==> config.mk <==
export PLATFORM = sky130hd
export DESIGN_NAME = conv_seq_ctrl_flat
export DESIGN_NICKNAME = d
export VERILOG_FILES = /design/src/rtl/conv_pkg.sv /design/src/rtl/conv_seq_ctrl_if.sv /design/src/rtl/conv_valid_pipe.sv /design/src/rtl/conv_seq_ctrl.sv /design/src/flat_wrapper.sv
export SDC_FILE = /design/constraint.sdc
export NUM_CORES = 1
export LEC_CHECK = 0
export CORE_MARGIN = 2
export CORE_UTILIZATION = 45
export CTS_CLUSTER_SIZE = 30
export DETAILED_ROUTE_END_ITERATION = 12
export HOLD_SLACK_MARGIN = 0.03
export PLACE_DENSITY_LB_ADDON = 0.3
export SETUP_SLACK_MARGIN = 0.4
export SYNTH_ARGS = -nofsm -noshare
export SYNTH_HDL_FRONTEND = slang
export SYNTH_SLANG_ARGS = --single-unit
==> constraint.sdc <==
create_clock -name CLK -period 3.8 [get_ports CLK]
set_input_delay 0.38 -clock CLK [delete_from_list [all_inputs] [get_ports CLK]]
set_output_delay 0.38 -clock CLK [all_outputs]
set_load 0.1 [all_outputs]
==> src/rtl/conv_pkg.sv <==
// Shared types and geometry defaults for the convolution sequencer.
// Holds the FSM state enum and the window-count helper.
package conv_pkg;

   typedef enum logic [1:0] {
      IDLE,
      RUN,
      DRAIN,
      DONE
   } state_t;

   localparam int IMG_W_D    = 10;
   localparam int IMG_H_D    = 10;
   localparam int K_D        = 3;
   localparam int DW_N_D     = 21;
   localparam int KER_N_D    = 24;
   localparam int PIPE_LAT_D = 4;

   // Number of valid KxK window positions in a w x h image.
   function automatic int n_win(input int w, input int h, input int k);
      return (h - k + 1) * (w - k + 1);
   endfunction

endpackage

==> src/rtl/conv_seq_ctrl_if.sv <==
// Control/status bundle between the stream source and the sequencer.
// master = stream source side, slave = sequencer side.
interface conv_seq_ctrl_if;

   logic       IN_VALID;
   logic       KERNEL_VALID;
   logic       coef_we;
   logic [4:0] coef_addr;
   logic       lb_shift;
   logic       win_valid;
   logic [3:0] row_idx;
   logic [3:0] col_idx;
   logic       OUT_VALID;
   logic [6:0] out_cnt;
   logic       busy;
   logic       done;
   logic       err_order;
   logic       err_proto;
   logic       err_wdog;

   modport master (
      output IN_VALID, KERNEL_VALID,
      input  coef_we, coef_addr, lb_shift,
      input  win_valid, row_idx, col_idx,
      input  OUT_VALID, out_cnt, busy, done,
      input  err_order, err_proto, err_wdog
   );

   modport slave (
      input  IN_VALID, KERNEL_VALID,
      output coef_we, coef_addr, lb_shift,
      output win_valid, row_idx, col_idx,
      output OUT_VALID, out_cnt, busy, done,
      output err_order, err_proto, err_wdog
   );

endinterface

==> src/rtl/conv_valid_pipe.sv <==
// Tracks window strobes through the MAC pipeline.
// Tail bit is the result-valid; empty flags no pending results.
module conv_valid_pipe #(
   parameter int LAT = 4
) (
   input  logic CLK,
   input  logic RESET,
   input  logic din,
   output logic dout,
   output logic empty
);

   logic [LAT-1:0] sr;

   // Shift every cycle, regardless of pixel gaps.
   always_ff @(posedge CLK or posedge RESET) begin
      if (RESET) sr <= '0;
      else       sr <= (sr << 1) | LAT'(din);
   end

   assign dout  = sr[LAT-1];
   assign empty = ~|sr;

endmodule

==> src/rtl/conv_seq_ctrl.sv <==
// Convolution sequencer: coefficient load, pixel row/col, window issue.
// Optional output-gap watchdog enabled by defining CONV_WDOG_EN.
module conv_seq_ctrl
   import conv_pkg::*;
#(
   parameter int IMG_W    = IMG_W_D,
   parameter int IMG_H    = IMG_H_D,
   parameter int K        = K_D,
   parameter int DW_N     = DW_N_D,
   parameter int KER_N    = KER_N_D,
   parameter int PIPE_LAT = PIPE_LAT_D
`ifdef CONV_WDOG_EN
   ,
   parameter int WDOG_MAX = 15
`endif
) (
   input logic           CLK,
   input logic           RESET,
   conv_seq_ctrl_if.slave bus
);

   localparam int KW   = $clog2(KER_N + 1);
   localparam int NWIN = n_win(IMG_W, IMG_H, K);
   localparam int OW   = $clog2(NWIN + 1);

   if (IMG_W > 16 || IMG_H > 16) begin : g_geom_chk
      $error("row/col ports are 4 bits wide");
   end

   if (PIPE_LAT < 1) begin : g_lat_chk
      $error("PIPE_LAT must be at least 1");
   end

   state_t        state;
   logic [KW-1:0] kcnt;
   logic [KW-1:0] kcnt_nxt;
   logic [3:0]    row;
   logic [3:0]    col;
   logic [OW-1:0] ocnt;
   logic          busy_q;
   logic          done_q;
   logic          e_order;
   logic          e_proto;
   logic          wdog;
   logic          px_ok;
   logic          px_acc;
   logic          k_acc;
   logic          k_ovf;
   logic          last_px;
   logic          win;
   logic          start;
   logic          pipe_out;
   logic          pipe_empty;

   // Accept/strobe decode; gated by RESET so outputs drop at once.
   always_comb begin
      px_ok    = (state == IDLE) || (state == RUN);
      px_acc   = bus.IN_VALID & px_ok & ~RESET;
      k_acc    = bus.KERNEL_VALID & (kcnt < KW'(KER_N)) & ~RESET;
      k_ovf    = bus.KERNEL_VALID & (kcnt >= KW'(KER_N));
      kcnt_nxt = kcnt + KW'(k_acc);
      last_px  = px_acc & (row == 4'(IMG_H - 1))
                        & (col == 4'(IMG_W - 1));
      win      = px_acc & (row >= 4'(K - 1))
                        & (col >= 4'(K - 1));
      start    = bus.IN_VALID | bus.KERNEL_VALID;
   end

   // Coefficient index; survives frames, cleared only by reset.
   always_ff @(posedge CLK or posedge RESET) begin
      if (RESET) kcnt <= '0;
      else       kcnt <= kcnt_nxt;
   end

   // Pixel raster position; wraps to 0,0 after the last pixel.
   always_ff @(posedge CLK or posedge RESET) begin
      if (RESET) begin
         row <= '0;
         col <= '0;
      end else if (px_acc) begin
         if (col == 4'(IMG_W - 1)) begin
            col <= '0;
            if (row == 4'(IMG_H - 1)) row <= '0;
            else                      row <= row + 4'd1;
         end else begin
            col <= col + 4'd1;
         end
      end
   end

   // Frame FSM with registered busy/done.
   always_ff @(posedge CLK or posedge RESET) begin
      if (RESET) begin
         state  <= IDLE;
         busy_q <= 1'b0;
         done_q <= 1'b0;
      end else begin
         unique case (state)
            IDLE: if (start) begin
               state  <= last_px ? DRAIN : RUN;
               busy_q <= 1'b1;
            end
            RUN: if (last_px) state <= DRAIN;
            DRAIN: if (pipe_empty) begin
               state  <= DONE;
               busy_q <= 1'b0;
               done_q <= 1'b1;
            end
            DONE: begin
               state  <= IDLE;
               done_q <= 1'b0;
            end
            default: state <= IDLE;
         endcase
      end
   end

   // Results delivered; restarts when a new frame begins.
   always_ff @(posedge CLK or posedge RESET) begin
      if (RESET)                      ocnt <= '0;
      else if (state == IDLE && start) ocnt <= '0;
      else if (pipe_out)              ocnt <= ocnt + OW'(1);
   end

   // Sticky protocol and ordering errors.
   always_ff @(posedge CLK or posedge RESET) begin
      if (RESET) begin
         e_order <= 1'b0;
         e_proto <= 1'b0;
      end else begin
         if (win && kcnt_nxt < KW'(DW_N)) e_order <= 1'b1;
         if (k_ovf || (bus.IN_VALID && !px_ok)) e_proto <= 1'b1;
      end
   end

   conv_valid_pipe #(.LAT(PIPE_LAT)) u_pipe (
      .CLK   (CLK),
      .RESET (RESET),
      .din   (win),
      .dout  (pipe_out),
      .empty (pipe_empty)
   );

`ifdef CONV_WDOG_EN
   localparam int WW = $clog2(WDOG_MAX + 1);
   logic [WW-1:0] gap;
   logic          gap_on;

   assign gap_on = (state == RUN || state == DRAIN) && (ocnt != '0);

   // Cycles since last result once the first has appeared.
   always_ff @(posedge CLK or posedge RESET) begin
      if (RESET) begin
         gap  <= '0;
         wdog <= 1'b0;
      end else begin
         if (pipe_out || state == IDLE)
            gap <= '0;
         else if (gap_on && gap != WW'(WDOG_MAX))
            gap <= gap + WW'(1);
         if (gap_on && !pipe_out && gap == WW'(WDOG_MAX - 1))
            wdog <= 1'b1;
      end
   end
`else
   assign wdog = 1'b0;
`endif

   assign bus.coef_we   = k_acc;
   assign bus.coef_addr = 5'(kcnt);
   assign bus.lb_shift  = px_acc;
   assign bus.win_valid = win;
   assign bus.row_idx   = RESET ? 4'd0 : row;
   assign bus.col_idx   = RESET ? 4'd0 : col;
   assign bus.OUT_VALID = pipe_out;
   assign bus.out_cnt   = 7'(ocnt);
   assign bus.busy      = busy_q;
   assign bus.done      = done_q;
   assign bus.err_order = e_order;
   assign bus.err_proto = e_proto;
   assign bus.err_wdog  = wdog;

endmodule
==> src/flat_wrapper.sv <==
// flat-port wrapper written by rule: the top's interface ports become plain ports
module conv_seq_ctrl_flat import conv_pkg::*;
#(
   parameter int IMG_W    = IMG_W_D,
   parameter int IMG_H    = IMG_H_D,
   parameter int K        = K_D,
   parameter int DW_N     = DW_N_D,
   parameter int KER_N    = KER_N_D,
   parameter int PIPE_LAT = PIPE_LAT_D

)
  (CLK, RESET, bus_IN_VALID, bus_KERNEL_VALID, bus_coef_we, bus_coef_addr, bus_lb_shift, bus_win_valid, bus_row_idx, bus_col_idx, bus_OUT_VALID, bus_out_cnt, bus_busy, bus_done, bus_err_order, bus_err_proto, bus_err_wdog);
  conv_seq_ctrl_if bus_i ();
  input logic CLK;
  input logic RESET;
  input wire logic [$bits(bus_i.IN_VALID)-1:0] bus_IN_VALID;
  input wire logic [$bits(bus_i.KERNEL_VALID)-1:0] bus_KERNEL_VALID;
  output wire logic [$bits(bus_i.coef_we)-1:0] bus_coef_we;
  output wire logic [$bits(bus_i.coef_addr)-1:0] bus_coef_addr;
  output wire logic [$bits(bus_i.lb_shift)-1:0] bus_lb_shift;
  output wire logic [$bits(bus_i.win_valid)-1:0] bus_win_valid;
  output wire logic [$bits(bus_i.row_idx)-1:0] bus_row_idx;
  output wire logic [$bits(bus_i.col_idx)-1:0] bus_col_idx;
  output wire logic [$bits(bus_i.OUT_VALID)-1:0] bus_OUT_VALID;
  output wire logic [$bits(bus_i.out_cnt)-1:0] bus_out_cnt;
  output wire logic [$bits(bus_i.busy)-1:0] bus_busy;
  output wire logic [$bits(bus_i.done)-1:0] bus_done;
  output wire logic [$bits(bus_i.err_order)-1:0] bus_err_order;
  output wire logic [$bits(bus_i.err_proto)-1:0] bus_err_proto;
  output wire logic [$bits(bus_i.err_wdog)-1:0] bus_err_wdog;
  assign bus_i.IN_VALID = bus_IN_VALID;
  assign bus_i.KERNEL_VALID = bus_KERNEL_VALID;
  assign bus_coef_we = bus_i.coef_we;
  assign bus_coef_addr = bus_i.coef_addr;
  assign bus_lb_shift = bus_i.lb_shift;
  assign bus_win_valid = bus_i.win_valid;
  assign bus_row_idx = bus_i.row_idx;
  assign bus_col_idx = bus_i.col_idx;
  assign bus_OUT_VALID = bus_i.OUT_VALID;
  assign bus_out_cnt = bus_i.out_cnt;
  assign bus_busy = bus_i.busy;
  assign bus_done = bus_i.done;
  assign bus_err_order = bus_i.err_order;
  assign bus_err_proto = bus_i.err_proto;
  assign bus_err_wdog = bus_i.err_wdog;
  conv_seq_ctrl #(.IMG_W(IMG_W), .IMG_H(IMG_H), .K(K), .DW_N(DW_N), .KER_N(KER_N), .PIPE_LAT(PIPE_LAT)) u_core (.CLK(CLK), .RESET(RESET), .bus(bus_i));
endmodule
==> results of run 1 <==
==> critical path, stage by stage, from the launching register on <==
cell and delay, ns:
dfrtp_1 0.44, inv_1 0.13, ha_1 0.25, or2_2 0.17, and2_1 0.25, o311a_1 0.25, buf_4 0.30
==> flip-flops by register name, summed over array words and instances, names as in the netlist <==
name / count
u_core.bus.err_order: 1
u_core.bus.err_proto: 1
u_core.col: 4
u_core.bus.done: 1
u_core.bus.out_cnt: 7
u_core.row: 4
u_core.state: 2
u_core.u_pipe.sr: 4
u_core.bus.coef_addr: 5
u_core.bus.busy: 1
==> how the worst max path moves through the flow <==
stage | slack [ns] | start | endpoint
finish | 1.30 | u_core.state[1] | bus_win_valid
global route | 1.12 | u_core.state[1] | bus_win_valid
CTS | 1.28 | u_core.state[1] | bus_win_valid
detailed placement | 1.32 | RESET | bus_win_valid
global placement | 1.40 | RESET | bus_win_valid
floorplan | 0.48 | RESET | u_core.bus.err_order
==> routing by layer <==
| metal | share of wire (%) | vias to the layer above |
|---|---|---|
| li1 | - | 560 |
| met1 | 46 | 568 |
| met2 | 49 | 23 |
| met3 | 4.2 | 2 |
| met4 | 0.47 | 0 |
| met5 | 0 | - |
==> stage by stage <==
stage	hold WS [ns]	power, mW
finish	0.385	1.56
global route	0.405	1.65
CTS	0.382	1.57
detailed placement	0.370	1.36
global placement	0.361	1.34
floorplan	0.355	1.17
==> cell families (layout without fill, tap and decap cells) <==
logic type | count (synthesis) | in the layout | synth area share (%)
other | 1 | 1 | 0.250
DFF | 30 | 30 | 50.0
xor gates and xnor gates | 11 | 11 | 6.42
muxes | 4 | 4 | 2.75
and+or+nand+nor | 56 | 56 | 20.4
AOI/OAI and AO/OA | 23 | 23 | 10.8
buffers and inverters | 9 | 46 | 2.67
adders and majority gates | 8 | 8 | 6.67
==> placed cells by master (no fill, tap or decap), types with 2 or more instances in the layout <==
cell type / instances
inv_1: 6
o211ai_1: 2
o21ai_0: 6
buf_4: 12
o21a_1: 2
dfrtp_1: 30
xnor2_1: 6
nor2_1: 10
or3_1: 3
clkdlybuf4s50_1: 20
nand4_1: 3
a21oi_1: 4
nand2_1: 16
ha_1: 8
a22o_1: 2
a21o_1: 2
clkbuf_4: 5
o22ai_1: 2
mux2i_1: 3
nor2b_1: 6
xor2_1: 5
nand3_1: 5
==> power by group through the flow <==
stage | combinational [mW] | sequential [mW] | clock [mW]
after floorplan | 0.410 | 0.764 | 0
final | 0.863 | 0.496 | 0.201
after global placement | 0.847 | 0.496 | 0
after global routing | 0.915 | 0.509 | 0.226
after detailed placement | 0.862 | 0.499 | 0
after CTS | 0.867 | 0.495 | 0.209
==> layout make-up <==
cell class	instances	area, sq um	share of cell area [%]
clock inverters	2	12.5	0.661
inverters	6	22.5	1.19
repair buffers	32	290	15.3
flip-flops and latches	30	751	39.7
well taps	44	55.1	2.91
multi-input cells	103	709	37.5
clock buffers	6	51.3	2.71
==> metrics.md, run 1 <==
| Metric | Value |
|---|---|
| Final Setup Violations | 0 |
| Vias per inst | slightly above 5 |
| Syn Inst Count | ~140 |
| Cts hold-fix bufs | 0 |
| Die W | around 62 um |
| Critical Path RT | roughly 3.4 ns |
| Switch Pwr | 0.832 mW |
| Number of I/O pins | 33 |
| Post-synth top flop | dfrtp_1 |
| RePlAce Congestion | approximately 0.77 |
| DIE HEIGHT | about 60 um |
| Total grt overflow | 0 |
| Initial antenna violation count | 0 |
| FF-to-FF setup slack | between 1.5 and 2 ns |
| Placed Cells | 215 |
| Final period util | 65.7% |
| Post-Layout Cell Count | 223 |
| Sw frac | between 50% and 60% |
| Post-Syn Area | approximately 0.0015 sq mm |
| Worst Tran Pin Value | 0.972 ns |
| Top-area cell type share of the netlist area | between 50% and 60% |
| CTS tree | yes |
| Worst setup margin | approximately 1.3 ns |
| Post-route cell area | around 0.0019 sq mm |
| R2r worst-path depth | 6 |
| GR Util met1 | between 20% and 30% |
| DP Area | roughly 0.0018 sq mm |
| Number of diodes | 0 |
| Most Crowded Layer GR | met2 |
| Routed WL per cell | around 13 um |
| Synthesized area per cell | 10.6 sq um |
| Syn Nets | ~150 |
| Int Power | around 0.73 mW |
| Global Route Usage Sum | between 10% and 20% |
| RR Startpoint | u_core.state[1] |
| DR pass1 iterations | 4 |
| Global-route wire length before repair | just under 5 mm |
| Reg clk slew, reported paths | 0.10 ns |
| Largest net degree at the start of global routing | 31 |
| Initial drt markers | slightly above 40 |
| Port bufs | 31 |
| Yosys cell types | 40 |
| CTS max path bufs | 2 |
| Hold Fails Final Rpt | 0 |
| Max-Slew Margin vs Limit | between 30% and 40% |
| DR DRC count | 0 |
| Via count | 1153 |
| Vias in the first global route | between 1k and 1.5k |
| Top post-synthesis cells by area | dfrtp_1, ha_1, nand2_1 |
| Die area | between 0.003 and 0.004 sq mm |
| RSZ-0062 raised after global routing | false |
| Fmax | approximately 400 MHz |
| Site Rows | 20 |
| Logic pwr share | a little under three fifths |
| Sink Count | 30 |
| Synth cell count leaders | dfrtp_1, nand2_1, nor2_1, ha_1 |
| Worst Setup Start Kind | register |
| H-tree levels | 2 |
| Dpl ws | 1.32 ns |
| Core area | 0.00310 sq mm |
| EDFF count, synth | 0 |
| Post-synthesis sequential area ratio | between 50% and 60% |
| FILL cells | approximately 260 |
| Wirelength, routed | 2.96 mm |
| Final Util | roughly three fifths |
| Hold Crit Depth | 0 |
| Final Max Slew Viols | 0 |
| TNS Setup | 0 ns |
| Crit path DAT | about 2.1 ns |
| CP Class | register to output pin |
| Clock power share | about an eighth |
| Post-CTS resize count | 0 |
| Peak supply drop | just under 0.8 mV |
| CTS buffer count | 5 |
| Crit path capture type | output pin |
| Max-cap violations | 0 |
| Reg2Reg Capture Point | u_core.col[1] |
| Final #Nets | 190 |
| Flip-flop and latch count after synthesis | 30 |
| Synth warn | 0 |
| Root buf cell | clkbuf_4 |
| Yosys top cell by area | dfrtp_1 |
| Post-CTS Setup Inserts | 0 |
| HP Class | register to register |
| Status | completed |
| Antenna-violating nets left | 0 |
| Hold Path Origin | u_core.u_pipe.sr[2] |
| Met3 Resource Use GR | 5.80% |
| Leakage | 0.869 nW |
| Fraction of registers with async set/reset | between 90% and 100% |
| Crit path time final | approximately 2.5 ns |
| Reg power frac | roughly a third |
| Final Skew | 0.00842 ns |
| GR Util met2 | between 20% and 30% |
| P&R area growth vs syn | 26.1% |
| WHS Endpoint | u_core.u_pipe.sr[3] |
| Worst Path Max Fanout | 6 |
| Pwr Density | a little over 800 mW/mm^2 |
| Cell with the most instances after synthesis | dfrtp_1 |
| Layout cells sized above 1 | 15.6% |
| Final HPWL DP | ~2.2 mm |
| Initial Util | between 40% and 50% |
| Worst-Skew Late Latency | approximately 0.32 ns |
Power figures use the tool's default switching activity.
==> run 2, diff against run 1 <==
==> constraint.sdc (replaced) <==
create_clock -name CLK -period 2 [get_ports CLK]
set_input_delay 0.2 -clock CLK [delete_from_list [all_inputs] [get_ports CLK]]
set_output_delay 0.2 -clock CLK [all_outputs]
set_load 0.1 [all_outputs]
==> run 2 against run 1 <==
  * Worst hold slack worse by 0.25 ns
  * Die area unchanged
  * Total power up 120%
  * Register-to-register slack worse by 1.7 ns
  * Critical endpoint is now bus_lb_shift
  * Critical path depth unchanged
  * Clock power up 86%
  * Critical path type unchanged
  * Via count up 10%
==> metrics.md, run 2 (same netlist as run 1, synthesis figures left out) <==
| Metric | Value |
|---|---|
| Status | completed |
| FF-to-FF setup slack | ~0.21 ns |
| Final Skew | around 0.009 ns |
| Initial Util | 48.3% |
| CTS buffer count | 5 |
| Antenna-violating nets left | 0 |
| RR Startpoint | u_core.state[1] |
| Critical Path RT | 1.80 ns |
| Reg clk slew, reported paths | 0.10 ns |
| GR Util met1 | about a quarter |
| Final Max Slew Viols | 0 |
| Peak supply drop | 1.75 mV |
| Fin Hold WS | between 0.1 and 0.15 ns |
| Vias per inst | 5.24 |
| Number of I/O pins | 33 |
| DR DRC count | 0 |
| Worst Path Max Fanout | 3 |
| Number of diodes | 0 |
| Final period util | about 94% |
| Commonest non-fill, non-tap cell in the layout | buf_4 |
| Crit-path leading delay family | flip-flops |
| Pwr Density | approximately 1500 mW/mm^2 |
| Placed Cells | about 220 |
| RePlAce Congestion | 0.759 |
| Most Crowded Layer GR | met2 |
| RSZ-0062 raised after global routing | true |
| Worst Setup Start Kind | register |
| Slowest stage delay, CP | just over 0.4 ns |
| Leakage | 1.04 nW |
| P&R area growth vs syn | 53.0% |
| Sink Count | 30 |
| Final HPWL DP | ~2.4 mm |
| Wirelength, routed | roughly 3.7 mm |
| Vias in the first global route | between 1k and 1.5k |
| Total grt overflow | 0 |
| Cts hold-fix bufs | 0 |
| Crit path DAT | ~1.7 ns |
| Initial drt markers | 57 |
| Crit path capture type | output pin |
| Number of flip-flops in the largest register | 7 |
| Reg2Reg Capture Point | u_core.col[1] |
| DP Area | 0.00205 sq mm |
| Hold Fails Final Rpt | 0 |
| Global Route Usage Sum | a little over a fifth |
| Largest net degree at the start of global routing | 31 |
| Worst setup path endpoint | bus_lb_shift |
| CP Depth | 6 |
| CP Cell Sequence | inv_2 -> ha_4 -> or2_4 -> and2_4 -> buf_4 -> buf_12 |
| Worst-Skew Late Latency | 0.32 ns |
| Initial antenna violation count | 0 |
| CP Launch Point | u_core.state[1] |
| Max-cap violations | 0 |
| CP max stage cell | dfrtp_1 |
| Global-route wire length before repair | 5.81 mm |
| Crit path time final | 1.87 ns |
| Fmax | 534 MHz |
| DR pass1 iterations | 4 |
| Final Setup Violations | 0 |
| Core area | between 0.003 and 0.004 sq mm |
| Post-route cell area | approximately 0.0023 sq mm |
| Final Util | about 74% |
| CP Class | register to output pin |
| H-tree levels | 2 |
| Layout cells sized above 1 | 47.2% |
| Most frequent cells in the layout | buf_4, dfrtp_1, nand2_1 |
| Die area | 0.00381 sq mm |
| Met3 Resource Use GR | ~5.6% |
| Port bufs | 31 |
| Worst Path Buf+Inv | 3 |
| Site Rows | 20 |
| GR Util met2 | 37.1% |
| Root buf cell | clkbuf_4 |
| Routed WL per cell | 15.3 um |
| Via count | approximately 1.3k |
| CTS tree | yes |
| Post-Layout Cell Count | 243 |
| Die W | slightly above 60 um |
| HP Class | primary input to asynchronous set/reset pin |
| DIE HEIGHT | 61.7 um |
| Final #Nets | 210 |
| CTS max path bufs | 2 |
| R2r worst-path depth | 8 |
==> run 2: cell type report <==
class | count | area, sq um
timing repair buffer | 52 | 538
inverter | 6 | 28.8
clock inverter | 1 | 5.00
multi-input combinational | 103 | 845
fill | 221 | 808
sequential | 30 | 768
tap | 44 | 55.1
clock buffer | 7 | 55.1
==> run 2: tightest hold or removal path, stage by stage <==
cell and delay [ns]:
dlygate4sd2_1 0.26, clkinvlp_4 0.08, buf_4 0.34
==> run 2: where the power goes <==
group / switching, mW / leakage [nW] / internal (mW)
registers: 0.216 / 0.371 / 0.767
clock network: 0.204 / 0.0353 / 0.170
logic: 1.35 / 0.629 / 0.795
total: 1.77 / 1.04 / 1.73
==> run 2: worst min path at each step <==
stage,from,end,slack (ns),cells past startpoint
after CTS,RESET,u_core.row[0],0.16,3
final,RESET,u_core.col[0],0.14,3
after global routing,RESET,u_core.row[3],0.18,3
after floorplan,RESET,u_core.bus.busy,0.28,2
after detailed placement,u_core.u_pipe.sr[1],u_core.u_pipe.sr[2],0.37,0
after global placement,u_core.u_pipe.sr[2],u_core.u_pipe.sr[3],0.36,0
==> run 2: metrics by stage <==
step                setup TNS (ns)  power (mW)  worst slack (ns)
finish                           0        3.50             0.129
global route                     0        3.66            0.0919
CTS                              0        3.32            0.0875
detailed placement         -0.0180        2.84           -0.0180
global placement                 0        2.79            0.0513
floorplan                   -0.228        2.37            -0.206
==> run 2: layer usage <==
metal | vias up | wire, um
li1 | 601 | -
met3 | 2 | 136
met1 | 645 | 1520
met2 | 25 | 2040
met5 | - | 0
met4 | 0 | 14
==> run 2: timing repair <==
item | CTS | global route
pin swaps | 4 | 8
buffers inserted | 8 | 9
endpoints found under the setup margin | 7 | 12
cloned | 0 | 0
resized for setup | 3 | 12
